==> src/rtl/alu_operand_loader_pkg.sv <==
// ============================================================================
// alu_operand_loader_pkg : shared state encodings, opcodes and control-word
//                          bit positions for the ALU operand loader.
// Revision: 1.0
// ============================================================================
`default_nettype none

package alu_operand_loader_pkg;

  typedef enum logic [1:0] {
    GET_A   = 2'd0,
    GET_B   = 2'd1,
    GET_CTL = 2'd2,
    ISSUE   = 2'd3
  } state_t;

  // Control-word layout: select in bit 0, opcode starting at bit 1.
  localparam int SEL_BIT = 0;
  localparam int OP_LSB  = 1;

  localparam logic [1:0] OPC_ADD = 2'd0;
  localparam logic [1:0] OPC_SUB = 2'd1;
  localparam logic [1:0] OPC_AND = 2'd2;
  localparam logic [1:0] OPC_OR  = 2'd3;

endpackage

`default_nettype wire

==> src/rtl/alu_operand_loader_if.sv <==
// ============================================================================
// alu_operand_loader_if : input beat bus plus issued operand-set handshake.
// Revision: 1.0
// ============================================================================
`default_nettype none

interface alu_operand_loader_if
  import alu_operand_loader_pkg::*;
#(
  parameter int WIDTH = 4,
  parameter int OPW   = 2,
  parameter int CNTW  = 8
);

  logic             in_valid;
  logic             in_ready;
  logic [WIDTH-1:0] in_data;
  logic [WIDTH-1:0] op_a;
  logic [WIDTH-1:0] op_b;
  logic             op_sel;
  logic [OPW-1:0]   op_code;
  logic             op_valid;
  logic             op_ready;
  logic             busy;
  logic [CNTW-1:0]  op_count;

  // Loader side.
  modport slave (
    input  in_valid, in_data, op_ready,
    output in_ready, op_a, op_b, op_sel, op_code, op_valid, busy, op_count
  );

  // Environment side: upstream beat source and downstream consumer.
  modport master (
    output in_valid, in_data, op_ready,
    input  in_ready, op_a, op_b, op_sel, op_code, op_valid, busy, op_count
  );

endinterface

`default_nettype wire

==> src/rtl/alu_operand_loader.sv <==
// ============================================================================
// alu_operand_loader : gathers A, B and control beats into a registered
//                      operand set and issues it with valid/ready.
// Revision: 1.0
// ============================================================================
`default_nettype none

module alu_operand_loader
  import alu_operand_loader_pkg::*;
#(
  parameter int WIDTH = 4,
  parameter int OPW   = 2,
  parameter int CNTW  = 8
)(
  input  logic                 clk,
  input  logic                 rst,
  alu_operand_loader_if.slave  bus
);

  state_t           r_state;
  logic [WIDTH-1:0] r_op_a;
  logic [WIDTH-1:0] r_op_b;
  logic             r_op_sel;
  logic [OPW-1:0]   r_op_code;
  logic [CNTW-1:0]  r_op_count;

  always_ff @(posedge clk) begin
    if (rst) begin
      r_state    <= GET_A;
      r_op_a     <= '0;
      r_op_b     <= '0;
      r_op_sel   <= 1'b0;
      r_op_code  <= '0;
      r_op_count <= '0;
    end else begin
      case (r_state)
        GET_A: begin
          if (bus.in_valid) begin
            r_op_a  <= bus.in_data;
            r_state <= GET_B;
          end
        end
        GET_B: begin
          if (bus.in_valid) begin
            r_op_b  <= bus.in_data;
            r_state <= GET_CTL;
          end
        end
        GET_CTL: begin
          // Control-word bits above the opcode field are dropped here.
          if (bus.in_valid) begin
            r_op_sel  <= bus.in_data[SEL_BIT];
            r_op_code <= bus.in_data[OP_LSB +: OPW];
            r_state   <= ISSUE;
          end
        end
        ISSUE: begin
          if (bus.op_ready) begin
            r_op_count <= r_op_count + CNTW'(1);
            r_state    <= GET_A;
          end
        end
        default: r_state <= GET_A;
      endcase
    end
  end

  // Handshake flags decode straight from the state register, so the input
  // bus is stalled exactly while the operand set is being offered.
  assign bus.in_ready = (r_state != ISSUE);
  assign bus.op_valid = (r_state == ISSUE);
  assign bus.busy     = (r_state != GET_A);

  assign bus.op_a     = r_op_a;
  assign bus.op_b     = r_op_b;
  assign bus.op_sel   = r_op_sel;
  assign bus.op_code  = r_op_code;
  assign bus.op_count = r_op_count;

endmodule

`default_nettype wire

==> src/flat_wrapper.sv <==
// flat-port wrapper written by rule: the top's interface ports become plain ports
module alu_operand_loader_flat import alu_operand_loader_pkg::*;
#(
  parameter int WIDTH = 4,
  parameter int OPW   = 2,
  parameter int CNTW  = 8
)
  (clk, rst, bus_in_valid, bus_in_data, bus_op_ready, bus_in_ready, bus_op_a, bus_op_b, bus_op_sel, bus_op_code, bus_op_valid, bus_busy, bus_op_count);
  alu_operand_loader_if #(.WIDTH(WIDTH), .OPW(OPW), .CNTW(CNTW)) bus_i ();
  input  logic clk;
  input  logic rst;
  input wire logic [$bits(bus_i.in_valid)-1:0] bus_in_valid;
  input wire logic [$bits(bus_i.in_data)-1:0] bus_in_data;
  input wire logic [$bits(bus_i.op_ready)-1:0] bus_op_ready;
  output wire logic [$bits(bus_i.in_ready)-1:0] bus_in_ready;
  output wire logic [$bits(bus_i.op_a)-1:0] bus_op_a;
  output wire logic [$bits(bus_i.op_b)-1:0] bus_op_b;
  output wire logic [$bits(bus_i.op_sel)-1:0] bus_op_sel;
  output wire logic [$bits(bus_i.op_code)-1:0] bus_op_code;
  output wire logic [$bits(bus_i.op_valid)-1:0] bus_op_valid;
  output wire logic [$bits(bus_i.busy)-1:0] bus_busy;
  output wire logic [$bits(bus_i.op_count)-1:0] bus_op_count;
  assign bus_i.in_valid = bus_in_valid;
  assign bus_i.in_data = bus_in_data;
  assign bus_i.op_ready = bus_op_ready;
  assign bus_in_ready = bus_i.in_ready;
  assign bus_op_a = bus_i.op_a;
  assign bus_op_b = bus_i.op_b;
  assign bus_op_sel = bus_i.op_sel;
  assign bus_op_code = bus_i.op_code;
  assign bus_op_valid = bus_i.op_valid;
  assign bus_busy = bus_i.busy;
  assign bus_op_count = bus_i.op_count;
  alu_operand_loader #(.WIDTH(WIDTH), .OPW(OPW), .CNTW(CNTW)) u_core (.clk(clk), .rst(rst), .bus(bus_i));
endmodule
==> config.mk <==
export PLATFORM = sky130hd
export DESIGN_NAME = alu_operand_loader_flat
export DESIGN_NICKNAME = d
export VERILOG_FILES = /design/src/rtl/alu_operand_loader_pkg.sv /design/src/rtl/alu_operand_loader_if.sv /design/src/rtl/alu_operand_loader.sv /design/src/flat_wrapper.sv
export SDC_FILE = /design/constraint.sdc
export NUM_CORES = 1
export LEC_CHECK = 0
export ABC_AREA = 1
export ABC_CLOCK_PERIOD_IN_PS = 1500
export BUFFER_PORTS_ARGS = -buffer_cell sky130_fd_sc_hd__buf_2
export CAP_MARGIN = 15
export CELL_PAD_IN_SITES_DETAIL_PLACEMENT = 0
export CELL_PAD_IN_SITES_GLOBAL_PLACEMENT = 2
export CORE_MARGIN = 2
export CORE_UTILIZATION = 26
export DETAILED_ROUTE_END_ITERATION = 16
export PLACE_DENSITY_LB_ADDON = 0.12
export SLEW_MARGIN = 0
export SYNTH_ARGS = -nofsm -noshare
export SYNTH_HDL_FRONTEND = slang
export SYNTH_SLANG_ARGS = --single-unit
export TNS_END_PERCENT = 5
==> constraint.sdc <==
create_clock -name clk -period 1.5 [get_ports clk]
set_input_delay 0.225 -clock clk [delete_from_list [all_inputs] [get_ports clk]]
set_output_delay 0.225 -clock clk [all_outputs]
set_load 0.005 [all_outputs]
==> results.md, run 1 <==
* Worst setup margin at 0.09089 ns
* Die footprint at 0.004147 mm²
* Max-Cap Viols at 0
* I/O Buffers at 29
* Startpoint types: flop
* GRT overflow at 0
* Critical Path Fanout Max at 5
* FF+latch area at 421.7 µm²
* Design Area, Final at 0.001179 mm²
* Flops & latches, synth at 21
* Hold Startpoint: rst
* Ant diodes at 0
* Die Height at 64.40 µm
* Initial DRT Pass Iterations at 2
* Fill cell count at 380
* Final setup viols at 0
* Worst slack at placement at 0.2026 ns
* Kind of critical path: flop to output pin
* Ys flop type: dfxtp_1
* Routed Antenna Nets at 0
* Fmax at 0.7097 GHz
* Post-layout net count at 180
* H-tree depth at 1
* Mapped Area at 948.4 µm²
* Slew HR at 77.10%
* Most common cell in the synthesized netlist: nor2_1
* Distinct cells, synth at 16
* Commonest cells post-synth: nor2_1, dfxtp_1, nand2_1
* Leading post-synthesis cells by cell area: dfxtp_1, nor2_1, nand2_1, o21ai_0, ha_1
* Worst-Margin Slew at 0.3432 ns
* Synth area leader: dfxtp_1
* Global-route wire length before repair at 3663 µm
* DR iter-0 viols at 27
* Worst clock skew at 0.002481 ns
* Final wirelength at 2174 µm
* Status: finished clean
* Worst setup startpoint: u_core.r_state[1]
* Min Hold Slack at 0.1142 ns
* CTS Hold Buffers Added at 0
* Post-placement cell area at 0.001151 mm²
* Post-CTS Setup Inserts at 0
* RSZ-0062 raised after global routing: yes
* Class of the worst hold path: input pin to flop
* Slowest-stage cell, CP: dfxtp_1
* Multi-input gate area at 464.2 µm²
* Routed wire per std cell at 10.25 µm
* Detail-routed via count per cell at 4.259
* Area Overhead vs Synth at 24.27%
* Detailed placement HPWL at 1755 µm
* Largest net degree at the start of global routing at 15
* GPL Wtd Cong at 0.7981
* Initial Utilization at 27.77%
* Clk_lat worst skew at 0.30 ns
* Max-slew violations at 0
* Tmin final at 1.409 ns
* Peak supply drop at 0.7221 mV
* Clock buffer depth at 2
* Final hold vios at 0
* Vias in the first global route at 860
* FFs w/ async S/R, synth at 0%
* I/O Pins at 30
* Crit end category: output pin
* Critical Path AT at 1.18 ns
* Worst path most repeated cell: inv_1
* Via Count at 903
* Clk Tree Root Cell: clkbuf_4
* Clock-pin slew on the worst setup and hold paths at 0.12 ns
* R2R Path Start: u_core.r_state[1]
* Final core utilization at 34.51%
* Cells after synthesis at 133
* CP Cell Sequence: inv_1 > ha_1 > inv_1 > buf_2
* Critical Path Max Stage Delay at 0.40 ns
* Power Density at 1318 mW/mm²
* DIE WIDTH at 64.40 µm
* Tot GR Track Use at 11.29%
* Syn_area_per_cell at 7.131 µm²
* Crit path buf inv count at 3
* # DRC at 0
* Leak at 0.5858 nW
* Core area at 0.003416 mm²
* Clock Sinks at 21
* Share of layout cells above drive strength 1 at 24.10%
* Area share of the largest cell type after synthesis at 44.33%
* CTS Buf Count at 3
* Ys Warns at 0
* Number of core rows at 21
* Tcrit/Tclk final at 93.94%
* Sequential element share of the synthesized area at 44.33%
* Post-Synthesis Net Count at 146
* CTS tree: done
* Post-synth EDFFs at 0
* # resized after CTS at 0
* CP delay by family, top: flip-flops
* Initial antenna violation count at 0
* Critical Path RT at 1.27 ns
==> worst reg2reg max path, delay by kind of cell, from the launching register on <==
family,cells,cell delay (ns)
adder cells (fa/ha/maj),1,0.28
flip-flops,1,0.40
AND/OR/NAND/NOR,5,0.51
==> cell families after synthesis <==
group / synth area share (%)
and+or+nand+nor: 32.45
DFF: 44.33
xor gates and xnor gates: 0.9237
buffers and inverters: 6.728
adders and majority gates: 6.596
AOI/OAI and AO/OA: 8.971
==> per-layer routing <==
| layer | global-route usage [%] | routed length (µm) |
|---|---|---|
| met5 | 0 | 0 |
| met4 | 2.394 | 20 |
| met3 | 3.697 | 82 |
| met2 | 20.70 | 1057 |
| met1 | 12.62 | 1015 |
==> worst paths after layout <==
kind / endpoint / cells after the start / slack (ns)
setup / recovery: bus_busy / 4 / 0.09
hold / removal: u_core.bus.op_count[0] / 2 / 0.11
setup reg to reg: u_core.bus.op_count[7] / 6 / 0.22
hold reg to reg: u_core.bus.op_a[3] / 2 / 0.50
==> sequential cells by signal (all words and copies together), names as in the netlist <==
name,flops
u_core.bus.op_a,4
u_core.bus.op_b,4
u_core.bus.op_code,2
u_core.bus.op_count,8
u_core.bus.op_sel,1
u_core.r_state,2
==> power breakdown <==
part / switching (mW) / total [mW] / internal, mW
clock: 0.171 / 0.274 / 0.104
combinational: 0.322 / 0.558 / 0.236
sequential: 0.0639 / 0.722 / 0.658
==> final cells by class <==
class,instances,area share [%]
Tap cell,46,4.883
Sequential cell,21,35.77
Inverter,15,4.777
Timing Repair Buffer,30,12.95
Multi-Input combinational cell,96,39.38
Clock buffer,4,2.229
==> placed cells by master, fill, tap and decap left out <==
cell and count:
buf_2 29, clkbuf_1 1, inv_1 14, buf_4 1
a21oi_1 4, xor2_1 1, nor2_1 40, dfxtp_1 20
nor3_1 3, nand4_1 2, o21ai_0 13, nand2_2 1
nor2_2 2, inv_2 1, ha_1 5, nand3_2 2
clkbuf_4 3, dfxtp_2 1, nand3_1 4, nand2_1 19
==> stage by stage <==
step / power (mW) / std cells / setup TNS [ns]
6_report: 1.554 / 212 / 0
5_1_grt: 1.712 / 212 / -0.01718
4_1_cts: 1.580 / 212 / 0
3_5_place_dp: 1.300 / 208 / 0
3_3_place_gp: 1.296 / 208 / 0
2_1_floorplan: 1.105 / 133 / 0
(Power assumes the default switching activity.)
==> inputs of run 2 (changes only) <==
--- a/config.mk
+++ b/config.mk
@@ -11,7 +11,6 @@
 export CAP_MARGIN = 15
 export CELL_PAD_IN_SITES_DETAIL_PLACEMENT = 0
 export CELL_PAD_IN_SITES_GLOBAL_PLACEMENT = 2
-export CORE_MARGIN = 2
 export CORE_UTILIZATION = 26
 export DETAILED_ROUTE_END_ITERATION = 16
 export PLACE_DENSITY_LB_ADDON = 0.12
==> results.md, run 2 (same netlist as run 1, synthesis figures left out) <==
* Global-route wire length before repair at 3836 µm
* Layout Cells excl Fill at 212
* Detail-routed via count per cell at 4.250
* Multi-input gate area at 466.7 µm²
* Design Area, Final at 0.001186 mm²
* Tcrit/Tclk final at 92.17%
* Commonest non-fill, non-tap cell in the layout: nor2_1
* Commonest cells after routing, fill and taps aside: nor2_1, buf_2, nand2_1, dfxtp_1, inv_1
* GPL Wtd Cong at 0.7802
* Routed Antenna Nets at 0
* Peak supply drop at 0.3685 mV
* DIE WIDTH at 62.40 µm
* Class of the worst hold path: input pin to flop
* Post-placement cell area at 0.001151 mm²
* Final core utilization at 34.73%
* DR iter-0 viols at 34
* Max-Cap Viols at 0
* Crit end category: output pin
* Detailed placement HPWL at 1752 µm
* Reg2Reg Depth at 6
* H-tree depth at 1
* I/O Buffers at 29
* Clk_lat worst skew at 0.31 ns
* Slew HR at 74.68%
* Core area at 0.003416 mm²
* Total power at 1.583 mW
* Tmin final at 1.383 ns
* Power Density at 1334 mW/mm²
* Via Count at 901
* Leak at 0.5828 nW
* Fill cell count at 409
* Kind of critical path: flop to output pin
* Met2 Usage GRT at 21.98%
* Worst-Margin Slew at 0.3793 ns
* Critical Path AT at 1.16 ns
* FF+latch area at 422.9 µm²
* Final hold vios at 0
* Die Height at 62.40 µm
* Initial Utilization at 27.77%
* Clock Sinks at 21
* Tot GR Track Use at 12.43%
* Area Overhead vs Synth at 25.07%
* CTS Buf Count at 3
* Share of layout cells above drive strength 1 at 25.90%
* Status: finished clean
* Min Hold Slack at 0.1162 ns
* Initial DRT Pass Iterations at 4
* Vias in the first global route at 859
* Worst clock skew at 0.007453 ns
* Initial antenna violation count at 0
* Global route hottest layer: met2
* Max reg flops at 8
* Worst Hold Depth at 2
* Ant diodes at 0
* Final setup viols at 0
* Critical Path RT at 1.27 ns
* Critical Path Fanout Max at 5
* Flop2flop setup slack at 0.22 ns
* Clock buffer depth at 2
* Startpoint types: flop
* Clk Tree Root Cell: clkbuf_4
* Worst slack at placement at 0.2038 ns
* Max-slew violations at 0
* CTS tree: done
* Fmax at 0.7233 GHz
* Grt met3 use at 2.372%
* GRT overflow at 0
* Worst setup margin at 0.1174 ns
* I/O Pins at 30
* Die footprint at 0.003893 mm²
* # DRC at 0
* RSZ-0062 raised after global routing: no
* Clock-pin slew on the worst setup and hold paths at 0.13 ns
* Largest net degree at the start of global routing at 15
* Placed insts at 208
* Routing usage on met1 at 14.25%
* Post-layout net count at 180
* Setup TNS at 0 ns
* Routed wire per std cell at 10.52 µm
* Number of core rows at 21
* Final wirelength at 2230 µm
==> run 2: changes by cell type in the layout (fill, tap and decap cells not counted) <==
cell,delta
clkbuf_1,-1
clkinvlp_4,+1
dfxtp_1,-1
dfxtp_2,+1
ha_1,-1
ha_2,+1
==> run 2: worst paths after layout <==
kind / end / start
max: bus_busy / u_core.r_state[0]
min: u_core.bus.op_count[0] / rst
max reg2reg: u_core.r_state[1] / u_core.r_state[0]
min reg2reg: u_core.bus.op_a[1] / u_core.bus.op_a[1]
==> run 2: routing by layer <==
layer / up-vias / part of all wire, %
met1: 404 / 47
met2: 13 / 49
li1: 482 / -
met4: 0 / 0.90
met3: 2 / 3.3
met5: - / 0
==> run 2: cell type report <==
class                           count  share of cell area [%]
Clock inverter                      1                  0.6329
Timing Repair Buffer               30                   12.87
Clock buffer                        3                   1.899
Inverter                           15                   4.747
Multi-Input combinational cell     96                   39.35
Sequential cell                    21                   35.65
Tap cell                           46                   4.852
==> run 2: where the power goes <==
| part | internal [mW] | switching [mW] | total, mW |
|---|---|---|---|
| Combinational | 0.237 | 0.335 | 0.572 |
| Clock | 0.102 | 0.183 | 0.284 |
| Sequential | 0.661 | 0.0657 | 0.727 |
| Total | 1.00 | 0.583 | 1.58 |
==> run 2: what timing repair did <==
action / CTS / global route
hold buffers: 0 / 0
setup endpoints to repair: 0 / 2
gates resized for setup: 0 / 3
setup buffers: 0 / 0
==> run 2: critical path, cell delays in order (launching register included) <==
cell	delay, ns
dfxtp_2	0.37
inv_1	0.07
ha_1	0.25
inv_1	0.07
buf_2	0.10
==> inputs of run 3 (changes only) <==
--- a/config.mk
+++ b/config.mk
@@ -14,6 +14,7 @@
 export CORE_UTILIZATION = 26
 export DETAILED_ROUTE_END_ITERATION = 16
 export PLACE_DENSITY_LB_ADDON = 0.12
+export RECOVER_POWER = 50
 export SLEW_MARGIN = 0
 export SYNTH_ARGS = -nofsm -noshare
 export SYNTH_HDL_FRONTEND = slang
==> results.md, run 3 (same netlist as run 1, synthesis figures left out) <==
* Clock network fraction of design power at 18.4%
* Ant diodes at 0
* Die footprint at 0.003893 mm²
* Slowest-stage cell, CP: dfxtp_2
* Class of the worst hold path: input pin to flop
* I/O Pins at 30
* Via Count at 898
* Reg2Reg Depth at 6
* Critical Path RT at 1.27 ns
* Initial antenna violation count at 0
* Crit path depth at 4
* Clock Sinks at 21
* Startpoint types: flop
* Max-Cap Viols at 0
* Post-placement cell area at 0.001151 mm²
* Power Density at 1343 mW/mm²
* FF+latch area at 422.9 µm²
* Critical Path Fanout Max at 5
* CTS tree: done
* Clock-pin slew on the worst setup and hold paths at 0.13 ns
* Post-layout net count at 180
* Commonest non-fill, non-tap cell in the layout: nor2_1
* # DRC at 0
* Worst setup margin at 0.1154 ns
* Slew HR at 75.92%
* Peak supply drop at 0.3646 mV
* Final setup viols at 0
* Detailed placement HPWL at 1752 µm
* Worst clock skew at 0.006361 ns
* Multi-input gate area at 464.2 µm²
* Area Overhead vs Synth at 24.41%
* # resized after CTS at 0
* Commonest cells after routing, fill and taps aside: nor2_1, buf_2, nand2_1, dfxtp_1, inv_1
* Core area at 0.003416 mm²
* I/O Buffers at 29
* Max reg flops at 8
* CTS Buf Count at 3
* CP Cell Sequence: inv_1 > ha_1 > inv_1 > buf_2
* Final hold vios at 0
* Tcrit/Tclk final at 92.31%
* Worst setup startpoint: u_core.r_state[1]
* Tot GR Track Use at 12.43%
* GRT overflow at 0
* Final wirelength at 2245 µm
* DR iter-0 viols at 32
* Tmin final at 1.385 ns
* Leak at 0.5723 nW
* Fill cell count at 409
* Setup TNS at 0 ns
* Max-slew violations at 0
* Initial Utilization at 27.77%
* Die Height at 62.40 µm
* Kind of critical path: flop to output pin
* Critical Path AT at 1.16 ns
* Routed wire per std cell at 10.59 µm
* Worst path most repeated cell: inv_1
* Global-route wire length before repair at 3836 µm
* Largest net degree at the start of global routing at 15
* Worst-Margin Slew at 0.3608 ns
* Share of layout cells above drive strength 1 at 23.49%
* Number of core rows at 21
* Crit path buf inv count at 3
* Worst slack at placement at 0.2038 ns
* Design Area, Final at 0.001180 mm²
* R2R Path Start: u_core.r_state[0]
* Routed Antenna Nets at 0
* Sw Ratio at 37.12%
* CP delay by family, top: flip-flops
* H-tree depth at 1
* Crit end category: output pin
* Share of power burned in registers at 45.8%
* Initial DRT Pass Iterations at 4
* Reg-to-reg critical path endpoint: u_core.r_state[1]
* Sw Pwr at 588.1 µW
* Clk_lat worst skew at 0.31 ns
* Critical path capture point: bus_busy
* P_int at 996.0 µW
* Clk Tree Root Cell: clkbuf_4
* Post-CTS Setup Inserts at 0
* Vias in the first global route at 859
* Combinational Power Share at 35.8%
* Status: finished clean
* Clock buffer depth at 2
* Critical Path Max Stage Delay at 0.36 ns
* Fmax at 0.7222 GHz
* CTS Hold Buffers Added at 0
* Detail-routed via count per cell at 4.236
* RSZ-0062 raised after global routing: no
* DIE WIDTH at 62.40 µm
* Flop2flop setup slack at 0.22 ns
* GPL Wtd Cong at 0.7802
run 3: cell types whose count changed in the layout (fill, tap and decap cells not counted):
cell / before / now
clkbuf_1: 0 / 3
buf_2: 29 / 26
ha_1: 4 / 5
ha_2: 1 / 0
run 3: worst min path at each step:
stage / from / end / slack, ns / depth (start not counted)
after global routing: rst / u_core.bus.op_count[0] / 0.10 / 2
after CTS: rst / u_core.bus.op_count[0] / 0.09 / 2
after global placement: rst / u_core.bus.op_count[0] / 0.44 / 2
final: rst / u_core.bus.op_count[0] / 0.11 / 2
after detailed placement: rst / u_core.bus.op_count[0] / 0.46 / 2
after floorplan: rst / u_core.bus.op_count[0] / 0.30 / 1
run 3: area by class of cell:
class	instances	area share [%]
sequential	21	35.84
timing repair buffer	30	12.62
inverter	15	4.772
tap	46	4.878
clock inverter	1	0.6363
multi-input combinational	96	39.34
clock buffer	3	1.909
run 3: layer usage:
metal / global-route usage [%] / wire [µm]
met1: 14.25 / 1066
met2: 21.98 / 1084
met3: 2.372 / 74
met5: 0 / 0
met4: 6.105 / 20
run 3: metrics by stage:
| stage | cells | hold WS (ns) | util [%] | power, mW |
|---|---|---|---|---|
| global route | 212 | 0.1027 | 34.54 | 1.738 |
| global placement | 208 | 0.4439 | 33.70 | 1.294 |
| CTS | 212 | 0.09473 | 34.58 | 1.607 |
| finish | 212 | 0.1081 | 34.54 | 1.584 |
| floorplan | 133 | 0.2974 | - | 1.105 |
| detailed placement | 208 | 0.4592 | 33.70 | 1.298 |
run 3: power by group through the flow:
stage | Clock [mW] | Sequential [mW] | Combinational [mW]
detailed placement | 0 | 0.736 | 0.562
global placement | 0 | 0.730 | 0.564
CTS | 0.318 | 0.723 | 0.566
finish | 0.291 | 0.726 | 0.567
global route | 0.335 | 0.741 | 0.662
floorplan | 0 | 0.732 | 0.373
